==> src/rtl/rx_serial_a_paralelo_pkg.sv <==
// Shared types and constants for the Rx serial-to-nibble front end.
// No logic: states, symbol/nibble widths and the default comma code.
package rx_pkg;

  localparam int SYM_W = 8;
  localparam int NIB_W = 4;

  localparam logic [SYM_W-1:0] COMMA_DEF = 8'hBC;

  typedef enum logic [1:0] {
    SEARCH,
    COUNTING,
    LOCKED
  } rx_state_e;

endpackage

==> src/rtl/rx_serial_a_paralelo_if.sv <==
// Serial line in, nibble stream plus link status out.
// slave = receiver side, master = line driver / nibble consumer side.
interface rx_serial_a_paralelo_if;
  import rx_pkg::*;

  logic             data_serial;
  logic [NIB_W-1:0] data_out;
  logic             valid_out;
  logic             nib_stb;
  logic             active;

  modport master (output data_serial, input data_out, valid_out, nib_stb, active);
  modport slave  (input data_serial, output data_out, valid_out, nib_stb, active);

endinterface

==> src/rtl/rx_serial_a_paralelo_comma_detect.sv <==
// Serial shift register and comma compare over the current 8-bit window.
// Combinational sym/is_comma from the incoming bit; no backpressure.
module rx_comma_detect
  import rx_pkg::*;
#(
  parameter logic [SYM_W-1:0] COMMA = COMMA_DEF
) (
  input  logic             clk_32f,
  input  logic             reset_L,
  input  logic             data_serial,
  output logic [SYM_W-1:0] sym,
  output logic             is_comma
);

  // Only the seven most recent bits are needed to form the window with the live bit.
  logic [SYM_W-2:0] sr;

  always_ff @(posedge clk_32f) begin
    if (!reset_L) begin
      sr <= '0;
    end else begin
      sr <= {sr[SYM_W-3:0], data_serial};
    end
  end

  assign sym      = {sr, data_serial};
  assign is_comma = (sym == COMMA);

endmodule

==> src/rtl/rx_serial_a_paralelo.sv <==
// Comma alignment, lock FSM and 8->4 gearbox; nibbles every 4 clk_32f, high first,
// high nibble one edge after a symbol's last bit; no backpressure. Option: RX_LOSS_OF_SYNC_EN.
module rx_serial_a_paralelo
  import rx_pkg::*;
#(
  parameter logic [SYM_W-1:0] COMMA    = COMMA_DEF,
  parameter int               LOCK_CNT = 4,
  parameter int               MAX_GAP  = 16
) (
  input logic                   clk_32f,
  input logic                   reset_L,
  rx_serial_a_paralelo_if.slave bus
);

  logic [SYM_W-1:0] sym;
  logic             is_comma;

  rx_comma_detect #(.COMMA(COMMA)) u_comma_detect (
    .clk_32f     (clk_32f),
    .reset_L     (reset_L),
    .data_serial (bus.data_serial),
    .sym         (sym),
    .is_comma    (is_comma)
  );

  rx_state_e        state_q, state_d;
  logic [2:0]       bit_cnt_q, bit_cnt_d;
  logic [3:0]       comma_cnt_q, comma_cnt_d;
  logic [NIB_W-1:0] data_q, data_d;
  logic [NIB_W-1:0] lo_q, lo_d;
  logic             valid_q, valid_d;
  logic             stb_q, stb_d;
  logic             pend_q, pend_d;
  logic             boundary;

`ifdef RX_LOSS_OF_SYNC_EN
  localparam int GAP_W = $clog2(MAX_GAP + 1);
  logic [GAP_W-1:0] gap_q, gap_d;
`endif

  assign boundary = (bit_cnt_q == 3'd7);

  always_comb begin
    state_d     = state_q;
    bit_cnt_d   = bit_cnt_q + 3'd1;
    comma_cnt_d = comma_cnt_q;
    data_d      = data_q;
    lo_d        = lo_q;
    valid_d     = valid_q;
    stb_d       = 1'b0;
    pend_d      = pend_q;
`ifdef RX_LOSS_OF_SYNC_EN
    gap_d       = gap_q;
`endif
    case (state_q)
      SEARCH: begin
        // Hold the bit counter at 0 so the bit after a comma starts a fresh symbol.
        bit_cnt_d = 3'd0;
        if (is_comma) begin
          state_d     = COUNTING;
          comma_cnt_d = 4'd1;
        end
      end
      COUNTING: begin
        if (boundary) begin
          if (is_comma) begin
            comma_cnt_d = comma_cnt_q + 4'd1;
            if (comma_cnt_q + 4'd1 == 4'(LOCK_CNT)) begin
              state_d = LOCKED;
            end
          end else begin
            state_d     = SEARCH;
            comma_cnt_d = 4'd0;
          end
        end
      end
      LOCKED: begin
        if (boundary) begin
          data_d  = sym[SYM_W-1:NIB_W];
          lo_d    = sym[NIB_W-1:0];
          valid_d = !is_comma;
          stb_d   = 1'b1;
          pend_d  = 1'b1;
`ifdef RX_LOSS_OF_SYNC_EN
          if (is_comma) begin
            gap_d = '0;
          end else if (gap_q + 1'b1 == GAP_W'(MAX_GAP)) begin
            state_d     = SEARCH;
            comma_cnt_d = 4'd0;
            data_d      = '0;
            valid_d     = 1'b0;
            stb_d       = 1'b0;
            pend_d      = 1'b0;
            gap_d       = '0;
          end else begin
            gap_d = gap_q + 1'b1;
          end
`endif
        end else if (bit_cnt_q == 3'd3 && pend_q) begin
          // Low nibble goes out four edges after the boundary that loaded it.
          data_d = lo_q;
          stb_d  = 1'b1;
          pend_d = 1'b0;
        end
      end
      default: begin
        state_d = SEARCH;
      end
    endcase
  end

  always_ff @(posedge clk_32f) begin
    if (!reset_L) begin
      state_q     <= SEARCH;
      bit_cnt_q   <= 3'd0;
      comma_cnt_q <= 4'd0;
      data_q      <= '0;
      lo_q        <= '0;
      valid_q     <= 1'b0;
      stb_q       <= 1'b0;
      pend_q      <= 1'b0;
`ifdef RX_LOSS_OF_SYNC_EN
      gap_q       <= '0;
`endif
    end else begin
      state_q     <= state_d;
      bit_cnt_q   <= bit_cnt_d;
      comma_cnt_q <= comma_cnt_d;
      data_q      <= data_d;
      lo_q        <= lo_d;
      valid_q     <= valid_d;
      stb_q       <= stb_d;
      pend_q      <= pend_d;
`ifdef RX_LOSS_OF_SYNC_EN
      gap_q       <= gap_d;
`endif
    end
  end

  assign bus.data_out  = data_q;
  assign bus.valid_out = valid_q;
  assign bus.nib_stb   = stb_q;
  assign bus.active    = (state_q == LOCKED);

endmodule

==> src/flat_wrapper.sv <==
// flat-port wrapper written by rule: the top's interface ports become plain ports
module rx_serial_a_paralelo_flat import rx_pkg::*;
#(
  parameter logic [SYM_W-1:0] COMMA    = COMMA_DEF,
  parameter int               LOCK_CNT = 4,
  parameter int               MAX_GAP  = 16
)
  (clk_32f, reset_L, bus_data_serial, bus_data_out, bus_valid_out, bus_nib_stb, bus_active);
  rx_serial_a_paralelo_if bus_i ();
  input logic clk_32f;
  input logic reset_L;
  input wire logic [$bits(bus_i.data_serial)-1:0] bus_data_serial;
  output wire logic [$bits(bus_i.data_out)-1:0] bus_data_out;
  output wire logic [$bits(bus_i.valid_out)-1:0] bus_valid_out;
  output wire logic [$bits(bus_i.nib_stb)-1:0] bus_nib_stb;
  output wire logic [$bits(bus_i.active)-1:0] bus_active;
  assign bus_i.data_serial = bus_data_serial;
  assign bus_data_out = bus_i.data_out;
  assign bus_valid_out = bus_i.valid_out;
  assign bus_nib_stb = bus_i.nib_stb;
  assign bus_active = bus_i.active;
  rx_serial_a_paralelo #(.COMMA(COMMA), .LOCK_CNT(LOCK_CNT), .MAX_GAP(MAX_GAP)) u_core (.clk_32f(clk_32f), .reset_L(reset_L), .bus(bus_i));
endmodule
==> config.mk <==
export PLATFORM = sky130hd
export DESIGN_NAME = rx_serial_a_paralelo_flat
export DESIGN_NICKNAME = d
export VERILOG_FILES = /design/src/rtl/rx_serial_a_paralelo_pkg.sv /design/src/rtl/rx_serial_a_paralelo_if.sv /design/src/rtl/rx_serial_a_paralelo_comma_detect.sv /design/src/rtl/rx_serial_a_paralelo.sv /design/src/flat_wrapper.sv
export SDC_FILE = /design/constraint.sdc
export NUM_CORES = 1
export LEC_CHECK = 0
export CORE_MARGIN = 4
export CORE_UTILIZATION = 25
export DETAILED_ROUTE_END_ITERATION = 8
export PLACE_DENSITY_LB_ADDON = 0.3
export SYNTH_ARGS = -nofsm -noshare
export SYNTH_HDL_FRONTEND = slang
export SYNTH_SLANG_ARGS = --single-unit
==> constraint.sdc <==
create_clock -name clk_32f -period 4.4 [get_ports clk_32f]
set_input_delay 0.88 -clock clk_32f [delete_from_list [all_inputs] [get_ports clk_32f]]
set_output_delay 0.88 -clock clk_32f [all_outputs]
set_load 0.1 [all_outputs]
==> flow_summary.yaml <==
grt:
  grt.overflow.total: 0
  grt_max_degree: 17
  grt_pass1_wl_um: 3550
  antenna_found_initial: 0
  grt_pass1_vias: 749
  grt_use_total_pct: 8.29
worst_setup_path:
  critPathMaxFanout: 6
  worstRegToRegCells: 6
  crit_path_start_kind: "flip-flop"
  r2r_start: "u_core.bit_cnt_q[0]"
  r2r_setup_slack_ns: 2.39
  end_kind: "output port"
  timing.rr.end: "u_core.comma_cnt_q[3]"
  cp_data_arrival_time_ns: 2.29
  crit_type: "flip-flop to output port"
  required_ns: 3.52
synthesis:
  syn_area_um2: 1110
  synthCells: 112
  synth_area_per_cell_um2: 9.89
  ys_types: 32
  yosysWarningCount: 0
  ys_seq_area_share_pct: 48.8
  syn-num-nets: 119
  ys_ff_latch: 27
clocking:
  cts_resized: 0
  cts_buffers: 3
  post-cts-setup-buffer-count: 0
  cts.root.buffer_cell: "clkbuf_8"
  path_clk_slew_ns: 0.09
  ctsHoldBuffers: 0
  cts_buffer_depth: 2
  clk_latency_ns: 0.28
  cts_max_level: 1
  cts_num_sinks: 27
  cts_tree: "built"
worst_hold_path:
  hold_depth: 1
  hold-path-endpoint: "u_core.bit_cnt_q[0]"
  worstHoldStart: "u_core.bit_cnt_q[0]"
  hold_path_class: "flip-flop to flip-flop"
layout:
  register_area_um2: 541
  final_cell_mix: "dfxtp_1, nor2_1, mux2i_1, clkdlybuf4s50_1, nand2_1"
  fin_nets: 128
  drive_gt1_share_pct: 7.50
  syn_to_final_growth_pct: 15.6
  diodes: 0
  multi_input_area_um2: 515
  n_fill_cell: 442
  final_util_pct: 30.9
  layout.cells.most_common: "dfxtp_1"
pwr:
  total_power_mw: 0.399
  power_density_nw_per_um2: 312
  ir_worst_vdd_uv: 135
  p_leak_nw: 0.444
timing:
  fin_skew_ns: 0.00405
  tightest_slew_ns: 0.966
  fmax_mhz: 315
  grt_setup_unrepaired: "no"
  hold-worst-slack_ns: 0.423
  tns_ns: 0
  setup_viol: 0
  hold_viol_final: 0
  final-max-slew-violation-count: 0
  min_period_ns: 3.17
  period_share_pct: 72.1
  setup_slack_ns: 1.23
  slew_headroom_pct: 35.4
run_status:
  run_status: "finished, final reports clean"
job:
  cap_violations: 0
drt:
  drt_wl_total_um: 2030
  vias: 770
  first_iter_violations: 38
  antenna_left: 0
  dr.pass1.iters: 4
  via_per_inst: 4.53
  drc: 0
  wl_per_cell_um: 12.0
floorplan:
  boundaryPins: 10
  die_area_um2: 5560
  rows: 23
  core_um2: 4140
  die-width_um: 74.6
  die_h_um: 74.6
  start_util_pct: 26.7
place:
  port_buffers: 9
  place_hpwl_um: 1510
  gp_congestion: 0.756
  pre_cts_ws_ns: 1.55
[final cells by class]
| type | count | area share (%) |
|---|---|---|
| clock buffers | 3 | 3.23 |
| multi-input cells | 74 | 40.3 |
| repair buffers | 9 | 7.04 |
| inverters | 6 | 1.76 |
| clock inverters | 1 | 0.587 |
| well taps | 50 | 4.89 |
| flip-flops and latches | 27 | 42.2 |
[registers in the layout (all words and copies together) (netlist names)]
register	flops
u_core.lo_q	4
u_core.bus.data_out	4
u_core.bit_cnt_q	3
u_core.bus.valid_out	1
u_core.u_comma_detect.sr	7
u_core.state_q	2
u_core.bus.nib_stb	1
u_core.comma_cnt_q	4
u_core.pend_q	1
[metrics by stage]
stage / area [um2] / instances
floorplan: 1110 / 112
global placement: 1230 / 166
detailed placement: 1230 / 166
CTS: 1280 / 170
global route: 1280 / 170
finish: 1280 / 170
[worst max-delay path: stages, from the launching register on]
cell and delay, ns:
dfxtp_1 0.42, nor2b_1 0.38, clkdlybuf4s50_1 1.21
[worst max-delay path by stage]
stage	start	endpoint	depth (start not counted)
after floorplan	u_core.state_q[0]	bus_active	3
after global placement	u_core.state_q[0]	bus_active	2
after detailed placement	u_core.state_q[1]	bus_active	2
after CTS	u_core.state_q[1]	bus_active	2
after global routing	u_core.state_q[1]	bus_active	2
final	u_core.state_q[1]	bus_active	2
[per-layer routing]
metal	track usage [%]	part of all wire, %
met2	12.0	41
met1	11.7	53
met3	1.62	3.1
met4	4.15	2.4
met5	0	0
[report_power, final]
part           total [mW]  internal, mW  switching [mW]
Clock               0.145        0.0644          0.0808
Sequential          0.247         0.246        0.000960
Combinational     0.00734       0.00293         0.00441
[cells in the mapped netlist]
| cell type | count | area [um2] |
|---|---|---|
| a211oi_1 | 5 | 37.5 |
| a21boi_1 | 2 | 15.0 |
| a21oi_1 | 5 | 25.0 |
| a311oi_1 | 1 | 8.76 |
| a31o_1 | 2 | 17.5 |
| and2_1 | 7 | 43.8 |
| buf_2 | 2 | 10.0 |
| buf_6 | 1 | 11.3 |
| clkbuf_1 | 2 | 7.51 |
| dfxtp_1 | 27 | 541 |
| ha_1 | 4 | 50.1 |
| inv_1 | 5 | 18.8 |
| inv_2 | 1 | 3.75 |
| mux2i_1 | 9 | 90.1 |
| nand2_1 | 8 | 30.0 |
| nand2b_1 | 2 | 12.5 |
| nand2b_2 | 1 | 8.76 |
| nand3_1 | 2 | 10.0 |
| nand3b_1 | 1 | 7.51 |
| nand4b_1 | 1 | 8.76 |
| nand4bb_1 | 1 | 11.3 |
| nor2_1 | 11 | 41.3 |
| nor2_2 | 1 | 6.26 |
| nor2b_1 | 2 | 12.5 |
| nor3_4 | 1 | 16.3 |
| nor4_1 | 1 | 6.26 |
| nor4_2 | 1 | 12.5 |
| nor4b_1 | 1 | 8.76 |
| o211ai_1 | 1 | 7.51 |
| o21a_1 | 1 | 7.51 |
| o21ai_0 | 2 | 10.0 |
| or4b_1 | 1 | 10.0 |
[kinds of logic after synthesis]
logic type / share of synthesized area [%]
simple gates: 22.3
flops: 48.8
compound gates: 11.6
buf+inv: 4.63
mux: 8.14
fa+ha+maj: 4.52
Note: power is estimated with default switching activity, not from simulation.
